[src/rtl/rvx_pipe_pkg.sv]
// rvx_pipe_pkg: shared types and constants for the RVX10-P hazard controller.
package rvx_pipe_pkg;
  typedef enum logic [1:0] {FWD_RF = 2'b00, FWD_WB = 2'b01, FWD_MEM = 2'b10} fwd_sel_t;
  typedef enum logic [1:0] {RUN = 2'b00, MEM_WAIT = 2'b01, FAULT = 2'b10} mem_fsm_t;
  localparam logic [4:0] REG_X0 = 5'd0;
endpackage

[src/rtl/fwd_unit.sv]
// fwd_unit: EX-operand forwarding select for one source register (MEM beats WB, x0 never forwarded).
module fwd_unit
  import rvx_pipe_pkg::*;
(
  input  logic [4:0] i_rs,
  input  logic [4:0] i_rd_m,
  input  logic [4:0] i_rd_w,
  input  logic       i_wr_m,
  input  logic       i_wr_w,
  output logic [1:0] o_sel
);
  logic w_hit_m, w_hit_w;
  assign w_hit_m = i_wr_m && i_rd_m != REG_X0 && i_rd_m == i_rs;
  assign w_hit_w = i_wr_w && i_rd_w != REG_X0 && i_rd_w == i_rs;
  assign o_sel   = w_hit_m ? FWD_MEM : w_hit_w ? FWD_WB : FWD_RF;
endmodule

[src/rtl/pipe_hazard_ctrl.sv]
// pipe_hazard_ctrl: stall/flush/forwarding and data-memory wait sequencing for the 5-stage pipeline.
// Optional perf counters (CycleCnt/RetireCnt/StallCnt) when PIPE_PERF_CNT_EN is defined.
module pipe_hazard_ctrl
  import rvx_pipe_pkg::*;
#(
  parameter int CNT_W       = 32,
  parameter int MEM_TIMEOUT = 15
) (
  input  logic             clk,
  input  logic             reset,
  input  logic [4:0]       Rs1D,
  input  logic [4:0]       Rs2D,
  input  logic [4:0]       Rs1E,
  input  logic [4:0]       Rs2E,
  input  logic [4:0]       RdE,
  input  logic [4:0]       RdM,
  input  logic [4:0]       RdW,
  input  logic             validE,
  input  logic             validM,
  input  logic             validW,
  input  logic             RegWriteM,
  input  logic             RegWriteW,
  input  logic             ResultSrcE0,
  input  logic             PCSrcE,
  input  logic             MemReqM,
  input  logic             MemReadyM,
  output logic [1:0]       ForwardAE,
  output logic [1:0]       ForwardBE,
  output logic             StallF,
  output logic             StallD,
  output logic             StallE,
  output logic             StallM,
  output logic             FlushD,
  output logic             FlushE,
  output logic             ValidMtoW,
  output logic             MemFault
`ifdef PIPE_PERF_CNT_EN
  ,
  output logic [CNT_W-1:0] CycleCnt,
  output logic [CNT_W-1:0] RetireCnt,
  output logic [CNT_W-1:0] StallCnt
`endif
);
  mem_fsm_t         r_state, w_next;
  logic [CNT_W-1:0] r_wcnt, w_wcnt_next;
  logic             w_wr_m, w_wr_w, w_lw_stall;

  assign w_wr_m     = validM & RegWriteM;
  assign w_wr_w     = validW & RegWriteW;
  assign w_lw_stall = validE & ResultSrcE0 & (RdE != REG_X0) & (RdE == Rs1D | RdE == Rs2D);
  assign MemFault   = r_state == FAULT;

  fwd_unit u_fwd_a (
    .i_rs  (Rs1E),
    .i_rd_m(RdM),
    .i_rd_w(RdW),
    .i_wr_m(w_wr_m),
    .i_wr_w(w_wr_w),
    .o_sel (ForwardAE)
  );

  fwd_unit u_fwd_b (
    .i_rs  (Rs2E),
    .i_rd_m(RdM),
    .i_rd_w(RdW),
    .i_wr_m(w_wr_m),
    .i_wr_w(w_wr_w),
    .o_sel (ForwardBE)
  );

  always_ff @(posedge clk) begin
    if (reset) begin
      r_state <= RUN;
      r_wcnt  <= '0;
    end else begin
      r_state <= w_next;
      r_wcnt  <= w_wcnt_next;
    end
  end

  // During a memory wait the whole pipe holds; holding wins over any flush request.
  always_comb begin
    w_next      = r_state;
    w_wcnt_next = r_wcnt;
    StallF      = 1'b0;
    StallD      = 1'b0;
    StallE      = 1'b0;
    StallM      = 1'b0;
    FlushD      = 1'b0;
    FlushE      = 1'b0;
    ValidMtoW   = 1'b0;
    if (reset) begin
      FlushD = 1'b1;
      FlushE = 1'b1;
    end else begin
      case (r_state)
        RUN: begin
          StallF    = w_lw_stall;
          StallD    = w_lw_stall;
          FlushE    = w_lw_stall | PCSrcE;
          FlushD    = PCSrcE;
          ValidMtoW = validM;
          if (validM & MemReqM & ~MemReadyM) begin
            w_next      = MEM_WAIT;
            w_wcnt_next = CNT_W'(1);
          end
        end
        MEM_WAIT: begin
          if (MemReadyM) begin
            w_next      = RUN;
            w_wcnt_next = '0;
            ValidMtoW   = 1'b1;
          end else begin
            StallF = 1'b1;
            StallD = 1'b1;
            StallE = 1'b1;
            StallM = 1'b1;
            if (r_wcnt == CNT_W'(MEM_TIMEOUT)) w_next = FAULT;
            else w_wcnt_next = r_wcnt + CNT_W'(1);
          end
        end
        FAULT: begin
          StallF = 1'b1;
          StallD = 1'b1;
          StallE = 1'b1;
          StallM = 1'b1;
        end
        default: w_next = RUN;
      endcase
    end
  end

`ifdef PIPE_PERF_CNT_EN
  logic [CNT_W-1:0] r_cycle_cnt, r_retire_cnt, r_stall_cnt;
  always_ff @(posedge clk) begin
    if (reset) begin
      r_cycle_cnt  <= '0;
      r_retire_cnt <= '0;
      r_stall_cnt  <= '0;
    end else begin
      r_cycle_cnt <= r_cycle_cnt + CNT_W'(1);
      if (validW) r_retire_cnt <= r_retire_cnt + CNT_W'(1);
      if (StallF) r_stall_cnt <= r_stall_cnt + CNT_W'(1);
    end
  end
  assign CycleCnt  = r_cycle_cnt;
  assign RetireCnt = r_retire_cnt;
  assign StallCnt  = r_stall_cnt;
`endif
endmodule
[config.mk]
export PLATFORM = sky130hd
export DESIGN_NAME = pipe_hazard_ctrl
export DESIGN_NICKNAME = d
export VERILOG_FILES = /design/src/rtl/rvx_pipe_pkg.sv /design/src/rtl/fwd_unit.sv /design/src/rtl/pipe_hazard_ctrl.sv
export SDC_FILE = /design/constraint.sdc
export NUM_CORES = 1
export LEC_CHECK = 0
export ABC_AREA = 1
export BUFFER_PORTS_ARGS = -buffer_cell sky130_fd_sc_hd__buf_2
export CAP_MARGIN = 20
export CORE_MARGIN = 1
export CORE_UTILIZATION = 25
export CTS_CLUSTER_DIAMETER = 50
export DETAILED_ROUTE_END_ITERATION = 8
export GPL_TIMING_DRIVEN = 0
export HOLD_SLACK_MARGIN = 0.06
export PLACE_DENSITY = 0.45
export SYNTH_ARGS = -nofsm -noshare
export SYNTH_HDL_FRONTEND = slang
export SYNTH_SLANG_ARGS = --single-unit
[constraint.sdc]
create_clock -name clk -period 2.84 [get_ports clk]
set_input_delay 0 -clock clk [delete_from_list [all_inputs] [get_ports clk]]
set_output_delay 0 -clock clk [all_outputs]
set_load 0.05 [all_outputs]
==> results.py <==
metrics = {
    "floorplanning": {
        "fp.dieH_um": 112,
        "start_util_pct": 26.1,
        "core_um2": 11600,
        "die_w_um": 112,
        "dieArea_um2": 12600,
        "num_rows": 39,
        "io_pins": 58,
    },
    "status": {
        "violations": "design-rule violations",
        "status": "finished with violations",
    },
    "cells_and_area": {
        "finalNetCount": 644,
        "drive_gt1_share_pct": 15.3,
        "area_delta_synth_final_pct": 19.7,
        "antennaDiodeCount": 0,
        "nFillCells": 1343,
        "final_util_pct": 31.3,
    },
    "sta": {
        "rsz0062_at_grt": "no",
        "slew_violations": 0,
        "skew_ns": 0.00400,
        "fin_ws_ns": 0.568,
        "max_slew_margin_pct": 41.9,
        "tightest_slew_ns": 0.865,
        "setup_violations": 0,
        "fmax_ghz": 0.440,
        "tns_ns": 0,
        "post-route-period-util_pct": 80.0,
        "hold_viol_final": 0,
        "final.min_clock_period_ns": 2.27,
    },
    "clocking": {
        "insertion_delay_ns": 0.28,
        "cts_resized": 0,
        "cts_buffer_depth": 2,
        "cts.sinks": 34,
        "cts_setup_buffers": 0,
        "cts-root-buf": "clkbuf_16",
        "htree_num_levels": 2,
        "cts_buffers": 5,
        "cts_tree": "done",
        "clk_pin_slew_ns": 0.06,
        "ctsHoldBuffers": 0,
    },
    "synthesis": {
        "synth_area_um2": 3040,
        "ys_seq_elements": 34,
        "synthDistinctLibCells": 31,
        "yosys_warnings": 0,
        "syn_area_per_cell_um2": 5.74,
        "syn_nets": 580,
        "yosysSeqAreaShare_pct": 22.4,
        "netlist_instances": 529,
    },
    "place": {
        "io_buffers": 57,
        "post-dp-hpwl_mm": 7.78,
        "dp_slack_ns": 0.531,
        "gp_congestion": 0.865,
    },
    "hold_path": {
        "hold_path.class": "input port to register",
    },
    "critical_path": {
        "crit_type": "register to register",
        "arrival_ns": 2.50,
        "worstReg2RegStart": "r_state[0]",
        "crit_end": "r_wcnt[27]",
        "r2r_slack_ns": 0.57,
        "critPathLaunchType": "register",
        "r2r_cells": 9,
        "end_kind": "register",
        "path_max_fanout": 5,
        "r2r-end": "r_wcnt[27]",
        "worstPathRequired_ns": 3.06,
        "critPathLaunch": "r_state[0]",
    },
    "drt": {
        "wire_per_inst_um": 13.3,
        "via_per_inst": 4.65,
        "final_antenna_net_count": 0,
        "first_iter_violations": 157,
        "dr_total_vias": 3424,
        "wl_mm": 9.78,
        "firstDrtPassIters": 6,
        "drc_errors": 7,
    },
    "grt": {
        "globalRouteOverflowTotal": 0,
        "grt_pass1_wl_mm": 16.2,
        "track_usage_pct": 16.2,
        "grt_max_degree": 11,
        "grt_pass1_vias": 3261,
        "antenna_found_initial": 0,
    },
    "pwr": {
        "peakVddDrop_mv": 0.202,
        "p_leak_nw": 1.54,
        "power_per_cell_area_nw_per_um2": 531,
    },
    "flow_run": {
        "cap_viol_max_count": 0,
    },
}
## where the power goes
group / internal, mW / total [mW] / switching (mW)
Sequential: 0.495 / 0.515 / 0.0201
Clock: 0.321 / 0.526 / 0.205
Combinational: 0.250 / 0.888 / 0.637
## cell families after synthesis
family	Yosys count	share of synthesized area (%)
simple gates	338	47.7
compound gates	43	8.16
fa+ha+maj	5	2.06
xor+xnor	32	9.23
buf+inv	77	10.4
flops	34	22.4
## placed cells by master (no fill, tap or decap), types with 3 or more instances in the layout
cell type  count
o21ai_0       13
nand2_1      158
nor2_1        84
xor2_1        16
nand3_1       48
nor4_1         3
nor2_2         5
nor3_1        16
inv_1         60
ha_1           5
xnor2_1       16
dfxtp_1       34
and2_1         3
clkbuf_16      5
nand4_1       12
o21bai_1       3
inv_2          4
a21oi_1       23
clkbuf_1       6
buf_4          4
buf_2         61
## layout make-up
class,count,area [um^2],share of cell area (%)
clock buffer,7,133,3.65
timing repair buffer,57,285,7.85
sequential,34,681,18.7
multi-input combinational,418,2040,56.1
tap,143,179,4.92
buffer,13,76.3,2.10
inverter,64,240,6.61
## per-layer routing
layer / share of wire, % / up-vias / GRT usage (%) / wire length, um
met5: 0 / - / 0 / 0
met4: 2.5 / 0 / 5.96 / 242
met3: 5.0 / 16 / 2.70 / 491
met2: 44 / 86 / 26.1 / 4270
met1: 49 / 1520 / 21.7 / 4780
li1: - / 1802 / - / -
## Yosys cell counts, drive strengths merged
cell type	count	area share, %
o21ai	13	2.1
xnor2	16	4.6
buf	9	2.0
a31oi	1	0.41
nor3	16	2.6
o21bai	3	0.74
or2	2	0.41
nand3	49	8.2
inv	64	7.9
nand2	161	20
nand3b	1	0.25
nand4	12	2.5
ha	5	2.1
xor2	16	4.6
and2	3	0.62
o211ai	1	0.25
nor4	3	0.62
clkbuf	4	0.49
dfxtp	34	22
nor2	91	12
a21oi	25	4.6
## through the flow
step | area (um^2) | total power [mW] | std cells | hold slack (ns)
after floorplan | 3040 | 1.14 | 529 | 0.0691
after global placement | 3500 | 1.42 | 729 | 0.381
after detailed placement | 3500 | 1.42 | 729 | 0.372
after CTS | 3630 | 1.95 | 736 | 0.0801
after global routing | 3630 | 2.05 | 736 | 0.0898
final | 3630 | 1.93 | 736 | 0.0830
## state kept, by name, summed over array words and instances, names as in the netlist
name and cells:
r_state 2, r_wcnt 32
## critical path, stage by stage, from the launching register on
cell     delay [ns]
dfxtp_1        0.39
inv_1          0.08
ha_1           0.27
inv_1          0.20
a31oi_2        0.10
inv_1          0.10
o21ai_0        0.13
nor3_1         0.73
nand2_1        0.12
nand2_1        0.09
## worst min-delay path by stage
stage,startpoint,end,slack (ns),cells past startpoint
6_report,reset,r_wcnt[1],0.08,2
3_3_place_gp,reset,r_wcnt[1],0.38,2
4_1_cts,reset,r_wcnt[1],0.08,2
2_1_floorplan,reset,r_wcnt[1],0.07,1
3_5_place_dp,reset,r_wcnt[1],0.37,2
5_1_grt,reset,r_wcnt[1],0.09,2
Note: power is estimated with default switching activity, not from simulation.
